<file path="src/rtl/uart_pkg.sv">
// Shared UART definitions: receiver state encoding and the baud divisor helper
// used by both uart_rx and uart_tx.
package uart_pkg;

  typedef enum logic [2:0] {
    IDLE    = 3'd0,
    START   = 3'd1,
    DATA    = 3'd2,
    STOP    = 3'd3,
    WAIT_HI = 3'd4
  } rx_state_t;

  function automatic int baud_div(input int clk_hz, input int baud);
    return clk_hz / baud;
  endfunction

endpackage

</file>
<file path="src/rtl/uart_rx_sync.sv">
// Two-flop synchroniser for an asynchronous input pin; both flops reset to RST_VAL
// so an idle-high line does not look like a start edge coming out of reset.
module uart_rx_sync #(
  parameter logic RST_VAL = 1'b1
) (
  input  logic clk,
  input  logic rst_n,
  input  logic d,
  output logic q
);

  logic meta;

  always_ff @(posedge clk or negedge rst_n) begin
    if (!rst_n) begin
      meta <= RST_VAL;
      q    <= RST_VAL;
    end else begin
      meta <= d;
      q    <= meta;
    end
  end

endmodule

</file>
<file path="src/rtl/uart_rx.sv">
// 8N1 LSB-first UART receiver with a start-aligned baud counter, mid-bit sampling
// and a valid/ready holding register with frame-error and overrun pulses.
module uart_rx
  import uart_pkg::*;
#(
  parameter int CLK_HZ = 50_000_000,
  parameter int BAUD   = 115200
) (
  input  logic       clk,
  input  logic       rst_n,
  input  logic       rx,
  output logic [7:0] rx_data,
  output logic       rx_valid,
  input  logic       rx_ready,
  output logic       frame_err,
  output logic       overrun,
  output logic       busy
);

  localparam int DIV  = baud_div(CLK_HZ, BAUD);
  localparam int HALF = DIV / 2;
  localparam int CW   = $clog2(DIV);

  if (DIV < 4) begin : g_bad_div
    $error("uart_rx: CLK_HZ/BAUD must be at least 4");
  end

  logic            rxs;
  rx_state_t       state;
  logic [CW-1:0]   cnt;
  logic [2:0]      bit_idx;
  logic [7:0]      shreg;
  logic            cnt_half;
  logic            cnt_full;

  uart_rx_sync #(.RST_VAL(1'b1)) u_sync (
    .clk   (clk),
    .rst_n (rst_n),
    .d     (rx),
    .q     (rxs)
  );

  assign cnt_half = (cnt == CW'(HALF - 1));
  assign cnt_full = (cnt == CW'(DIV - 1));
  assign busy     = (state != IDLE);

  // The counter restarts on the start edge so every sample lands mid-bit.
  always_ff @(posedge clk or negedge rst_n) begin
    if (!rst_n) begin
      state     <= IDLE;
      cnt       <= '0;
      bit_idx   <= '0;
      shreg     <= '0;
      rx_data   <= '0;
      rx_valid  <= 1'b0;
      frame_err <= 1'b0;
      overrun   <= 1'b0;
    end else begin
      frame_err <= 1'b0;
      overrun   <= 1'b0;
      if (rx_valid && rx_ready)
        rx_valid <= 1'b0;

      case (state)
        IDLE: begin
          if (!rxs) begin
            state <= START;
            cnt   <= '0;
          end
        end
        START: begin
          if (cnt_half) begin
            cnt <= '0;
            if (rxs) begin
              state <= IDLE;
            end else begin
              state   <= DATA;
              bit_idx <= '0;
            end
          end else begin
            cnt <= cnt + CW'(1);
          end
        end
        DATA: begin
          if (cnt_full) begin
            cnt     <= '0;
            shreg   <= {rxs, shreg[7:1]};
            bit_idx <= bit_idx + 3'd1;
            if (bit_idx == 3'd7)
              state <= STOP;
          end else begin
            cnt <= cnt + CW'(1);
          end
        end
        STOP: begin
          if (cnt_full) begin
            cnt <= '0;
            if (rxs) begin
              state <= IDLE;
              // A byte landing on the handshake cycle replaces the accepted one.
              if (rx_valid && !rx_ready) begin
                overrun <= 1'b1;
              end else begin
                rx_data  <= shreg;
                rx_valid <= 1'b1;
              end
            end else begin
              frame_err <= 1'b1;
              state     <= WAIT_HI;
            end
          end else begin
            cnt <= cnt + CW'(1);
          end
        end
        WAIT_HI: begin
          if (rxs)
            state <= IDLE;
        end
        default: state <= IDLE;
      endcase
    end
  end

endmodule

</file>
<file path="config.mk">
export PLATFORM = sky130hd
export DESIGN_NAME = uart_rx
export DESIGN_NICKNAME = d
export VERILOG_FILES = /design/src/rtl/uart_pkg.sv /design/src/rtl/uart_rx_sync.sv /design/src/rtl/uart_rx.sv
export SDC_FILE = /design/constraint.sdc
export NUM_CORES = 1
export LEC_CHECK = 0
export CORE_UTILIZATION = 40
export CTS_BUF_LIST = sky130_fd_sc_hd__clkbuf_4 sky130_fd_sc_hd__clkbuf_8
export DETAILED_ROUTE_END_ITERATION = 12
export GPL_ROUTABILITY_DRIVEN = 0
export GPL_TIMING_DRIVEN = 0
export PLACE_DENSITY = 0.64
export SETUP_SLACK_MARGIN = 0.2
export SYNTH_ARGS = -nofsm -noshare
export SYNTH_HDL_FRONTEND = slang
export SYNTH_SLANG_ARGS = --single-unit
</file>
<file path="constraint.sdc">
create_clock -name clk -period 1.82 [get_ports clk]
set_input_delay 0.273 -clock clk [delete_from_list [all_inputs] [get_ports clk]]
set_output_delay 0.273 -clock clk [all_outputs]
set_load 0.02 [all_outputs]
</file>
======== Word level (Yosys, flattened, before mapping) ========
Index checks and enable logic that the tools add are counted.
word-level totals
  bits in latches ......................... 0
  RAM bits ................................ 0
  memories ................................ 0
  bits of input ports ..................... 4
  word-level logic and storage cells ...... 69
  register bits ........................... 36
  ROM bits ................................ 0
  output and inout port bits .............. 12
cells by class
  order comparisons ....................... 0
  mux-type cells .......................... 29
  shifts and indexed selects .............. 0
  div/mod/pow operators ................... 0
  bitwise gates (word level) .............. 1
  $mul .................................... 0
  equality and inequality tests ........... 14
  add/sub/neg operators ................... 2
  reduce and logical (&&, ||, !) cells .... 13
operators with widths
  cell                                                   number
  2-to-1 mux 3 bit                                       10
  2-to-1 mux 9 bit                                       3
  one-hot mux 9 bit (3 select lines)                     1
  one-hot mux 3 bit (5 select lines)                     1
  2-to-1 mux 1 bit                                       12
  inequality test 2 bit, second input constant           6
  adder 9 x 1 -> 9 bit, second input constant            1
  equality test 9 x 8 -> 1 bit, second input constant    1
  equality test 9 bit, second input constant             1
  AND reduction 4 bit                                    2
  equality test 3 x 2 -> 1 bit, second input constant    2
  equality test 3 bit, second input constant             2
  one-hot mux 3 bit (2 select lines)                     1
  AND reduction 6 bit                                    1
  nonzero test 3 bit                                     2
  AND reduction 2 bit                                    2
  adder 3 x 1 -> 3 bit, second input constant            1
  equality test 3 x 1 -> 1 bit, second input constant    1
  logical NOT 3 bit                                      1
  logical AND 1 bit                                      2
  2-to-1 mux 2 bit                                       1
  inequality test 2 x 1 -> 1 bit, second input constant  1
  nonzero test 2 bit                                     1
  OR reduction 2 bit                                     1
  2 further kinds                                        2

======== Longest topological paths before layout ========
  word-level depth ........................ 6
  gate-level depth with buffers ........... 7

======== Cells and area by module ========
A second synthesis with hierarchy kept.
second synthesis, totals
  cells, all modules ...................... 152
  area total of the unflattened synthesis .. 1701.6 um^2
modules (own cells, without submodules)
  module        cells each  area an instance (um^2)  times used
  uart_rx       150         1649.1                   1
  uart_rx_sync  2           52.6                     1

======== Worst setup path before layout ========
No wires, ideal clock.
  path kind ............................... flip-flop to flip-flop
  start ................................... register cnt[1]
  end ..................................... register rx_data[0]
  stages on the path, launching flop included .. 8
  period minus slack after synthesis ...... 1966 ps
  setup slack ............................. -146 ps
  library setup time ...................... 127 ps
  data arrival time ....................... 1839 ps
  buffers on the path ..................... 1
  cells stage by stage .................... dfrtp_1 > inv_1 > ha_1 > nand4b_4 > or4_4 > nor2b_1 > buf_4 > mux2_1
on the way
  longest elaborated chain between the ends .. 2
ends and longest elaborated chain
  item                                  RTL line        source
  start: declaration                    uart_rx.sv:30   logic [CW-1:0] cnt;
  start signal: assignment              uart_rx.sv:81   cnt <= cnt + CW'(1);
  start signal: assignment              uart_rx.sv:92   cnt <= cnt + CW'(1);
  start signal: assignment              uart_rx.sv:112  cnt <= cnt + CW'(1);
  equality test 9 bit                   uart_rx.sv:44   assign cnt_full = (cnt == CW'(DIV - 1));
  AND reduction 4 bit (no source line)  n/a
  end signal: assignment                uart_rx.sv:104  rx_data <= shreg;
  end: declaration                      uart_rx.sv:12   output logic [7:0] rx_data,
No other way between the ends.
A chain may end at the register's enable or synchronous reset.

======== Worst setup path in the final report ========
  start ................................... register cnt[1]
  end ..................................... register state[0]
on the way
  longest elaborated chain between the ends .. 3
  elaborated cells on any way between the ends .. 6
ends and longest elaborated chain
  item                                                                        RTL line                      source
  equality test 9 bit / equality test 9 x 8 -> 1 bit (equally long branches)  uart_rx.sv:44, uart_rx.sv:43
  inequality test 2 bit (no source line)                                      n/a
  AND reduction 6 bit (no source line) *                                      n/a
  end signal: assignment                                                      uart_rx.sv:50                 state <= IDLE;
  end signal: assignment                                                      uart_rx.sv:67                 state <= START;
  end signal: assignment                                                      uart_rx.sv:75                 state <= IDLE;
  end: declaration                                                            uart_rx.sv:29                 rx_state_t state;
Every way passes the cells marked *; elsewhere a longest branch is shown, timed or not.

==> key figures <==
Outcome
  • Status: finished, violations left
  • Failing checks: setup timing

Synth
  • Post-synth top cells: dfrtp_1 (34), nand2_1 (14), mux2_2 (9)
  • Syn avg cell area: 11.5 um2
  • Compound-Gate Fraction of Synth Area: 0.123
  • Post-synthesis sequential area ratio: 0.492
  • Synthesized flop and latch total: 36
  • Most frequent cell after synthesis: dfrtp_1
  • Post-synthesis xor/xnor area fraction: 0
  • Simple-gate share of the synthesized area: 0.189
  • Number of synthesized flops with an enable pin: 0
  • Post-synthesis mux area share: 0.112
  • Cell area after synthesis: 1840 um2
  • Unique masters post-synth: 47
  • Top-area cell type share of the netlist area: 0.464
  • Syn Nets: 168
  • Ranking of synthesized cells by area: dfrtp_1 (46%), mux2_2 (5.5%), mux2_1 (4.9%), ha_1 (3.4%), dfstp_2 (2.9%)
  • Mapped Cells: 159
  • YS warnings: 0
  • Largest family of logic cells by synthesized area: simple AND/OR/NAND/NOR gates
  • Top_reg_cell synth: dfrtp_1
  • Synth Area in Adders: 0.0341
  • Cell taking the most area after synthesis: dfrtp_1
  • Async SR Flop Fraction: 1.00

GRT
  • Initial antenna violation count: 0
  • Largest net degree at the start of global routing: 37
  • Total grt overflow: 0
  • Global-route wire length before repair: 6730 um
  • GR Util All Layers: 0.177
  • Vias in the first global route: 1392

CTS
  • CTS tree: done
  • Worst-path clk slew: 0.07 ns
  • Sink Count: 36
  • H-tree lvl count: 2
  • CTS Hold Bufs: 0
  • Clock buffer depth: 2
  • CTS buffer count: 5
  • Clock root cell: clkbuf_8
  • Worst skew pair latency: 0.29 ns

Floorplan
  • IO Pins: 16
  • Die Wd: 69.7 um
  • Initial cell density of the core: 0.419
  • Core area: 4380 um2
  • Die height: 69.7 um
  • Area of the die: 4860 um2
  • Row count: 24

Setup path
  • Worst Path Max Fanout: 2
  • Worst EP arrival: 2.16 ns
  • Crit path buffers/inverters: 3
  • Critical path required time: 1.99 ns
  • CP Capture Type: register
  • Slowest cell on the critical path: dfrtp_1
  • CP top delay family: simple AND/OR/NAND/NOR gates
  • Critical-path cell list: inv_2, ha_4, nand4b_4, buf_6, o21ba_4, buf_6, or3b_4, mux2_4
  • Crit Path Category: register to register
  • Critical path's largest stage delay: 0.40 ns
  • Worst Setup Start Kind: register
  • Most used cell, CP: buf_6
  • Reg2reg setup slack: -0.17 ns

Pwr
  • VDD IR max: 0.353 mV
  • P_leak: 1.13 nW
  • Pwr Density: 609 nW/um2

Final layout
  • FF+latch area: 905 um2
  • Area of the multi-input gates: 1020 um2
  • Inserted Diodes: 0
  • P&R area growth vs syn: 38.0%
  • Share of layout cells above drive strength 1: 0.430
  • Nets: 208
  • Fillcell total: 335

Routing
  • DRC violations left: 0
  • DR WL/cell: 15.8 um
  • Routed WL: 3990 um
  • First drt pass iteration count: 4
  • Via count: 1355
  • Via density: 5.38
  • Antenna-violating nets left: 0
  • Starting DRT DRC Count: 87

Placed design
  • Detailed Place HPWL: 2290 um
  • Pre-CTS WS: -0.386 ns
  • IO buf count: 15

STA
  • RSZ-0062 raised after global routing: yes
  • Final worst setup slack: -0.167 ns
  • Tmin final: 1.99 ns
  • Part of the cycle the worst path needs: 1.09
  • Fin Hold WS: 0.0704 ns
  • Fmax achieved: 503 MHz
  • # setup viols final: 25
  • Measured slew at the worst slew-check pin: 0.804 ns
  • Max-slew headroom: 0.464
  • Final-report max-slew violation count: 0
  • Layout Skew: 0.00508 ns
  • Final Hold Fails: 0

Flow run
  • Max_cap viols: 0

Worst hold path
  • Hold/Removal Path Class: primary input to asynchronous set/reset pin
-- cells in the final DEF, fill, tap and decap left out, drive strengths merged, types with 2 or more instances in the layout --
master and instances:
clkdlybuf4s50 13, dfstp 2, inv 6, or3 3
o211ai 5, or3b 2, o21ai 7, nor2 7
nor3 2, a22o 2, ha 5, buf 30
mux2 18, nand3 4, a21oi 5, or2 2
nand2b 2, nor2b 5, nand2 14, dfrtp 34
clkbuf 7, a2111oi 2, nor4 2
-- cell families after synthesis --
| group | after synthesis |
|---|---|
| adders and majority gates | 5 |
| and+or+nand+nor | 52 |
| buffers and inverters | 17 |
| muxes | 18 |
| DFF | 36 |
| AOI/OAI and AO/OA | 31 |
-- layout make-up --
| type | count | area share |
|---|---|---|
| repair buffers | 33 | 0.122 |
| plain buffers | 11 | 0.0395 |
| inverters | 6 | 0.00889 |
| flip-flops and latches | 36 | 0.357 |
| clock inverters | 2 | 0.0138 |
| clock buffers | 6 | 0.0301 |
| well taps | 52 | 0.0257 |
| multi-input cells | 106 | 0.403 |
-- power by group --
part           switching (mW)  internal [mW]  total [mW]
Combinational          0.0217        0.00935      0.0310
Sequential           0.000699          0.804       0.804
Clock                   0.286          0.421       0.708
-- worst paths after layout --
kind | start | endpoint | cells after the start
min reg2reg | u_sync.meta | u_sync.q | 0
min | rst_n | cnt[5] | 1
max reg2reg | cnt[1] | state[0] | 8
max | cnt[1] | state[0] | 8
max in group asynchronous | rst_n | cnt[0] | 1
min in group clk | u_sync.meta | u_sync.q | 0
-- routing by layer --
layer / vias up / part of all wire / global-route usage
li1: 651 / - / -
met1: 676 / 0.47 / 0.225
met2: 24 / 0.48 / 0.290
met3: 4 / 0.031 / 0.0494
met4: 0 / 0.015 / 0.0600
met5: - / 0 / 0
-- metrics by stage --
step           instances  power (mW)   util  TNS (ns)  area, um2
6_report             252        1.54  0.578     -2.41       2530
5_1_grt              252        1.59  0.578     -4.10       2530
4_1_cts              248        1.56  0.558     -1.75       2450
3_5_place_dp         226       0.848  0.467     -6.24       2050
3_3_place_gp         226       0.848  0.468    -17.35       2050
2_1_floorplan        159       0.824      -     -1.54       1840
-- sequential cells by signal, indices dropped and copies added, names as in the netlist --
name / count
bit_idx: 3
cnt: 9
frame_err: 1
overrun: 1
rx_data: 8
rx_valid: 1
shreg: 8
state: 3
u_sync.meta: 1
u_sync.q: 1
-- worst reg2reg max path: stages, from the launching register on --
cell and delay, ns:
dfrtp_1 0.40, inv_2 0.08, ha_4 0.14, nand4b_4 0.11, buf_6 0.15, o21ba_4 0.21, buf_6 0.11, or3b_4 0.38
mux2_4 0.30
-- what timing repair did --
item                       CTS  global route
resized for setup           54            15
setup endpoints to repair   31            32
pin swaps                    2             8
gates cloned                 0             0
setup buffers               14             4
(Power assumes the default switching activity.)
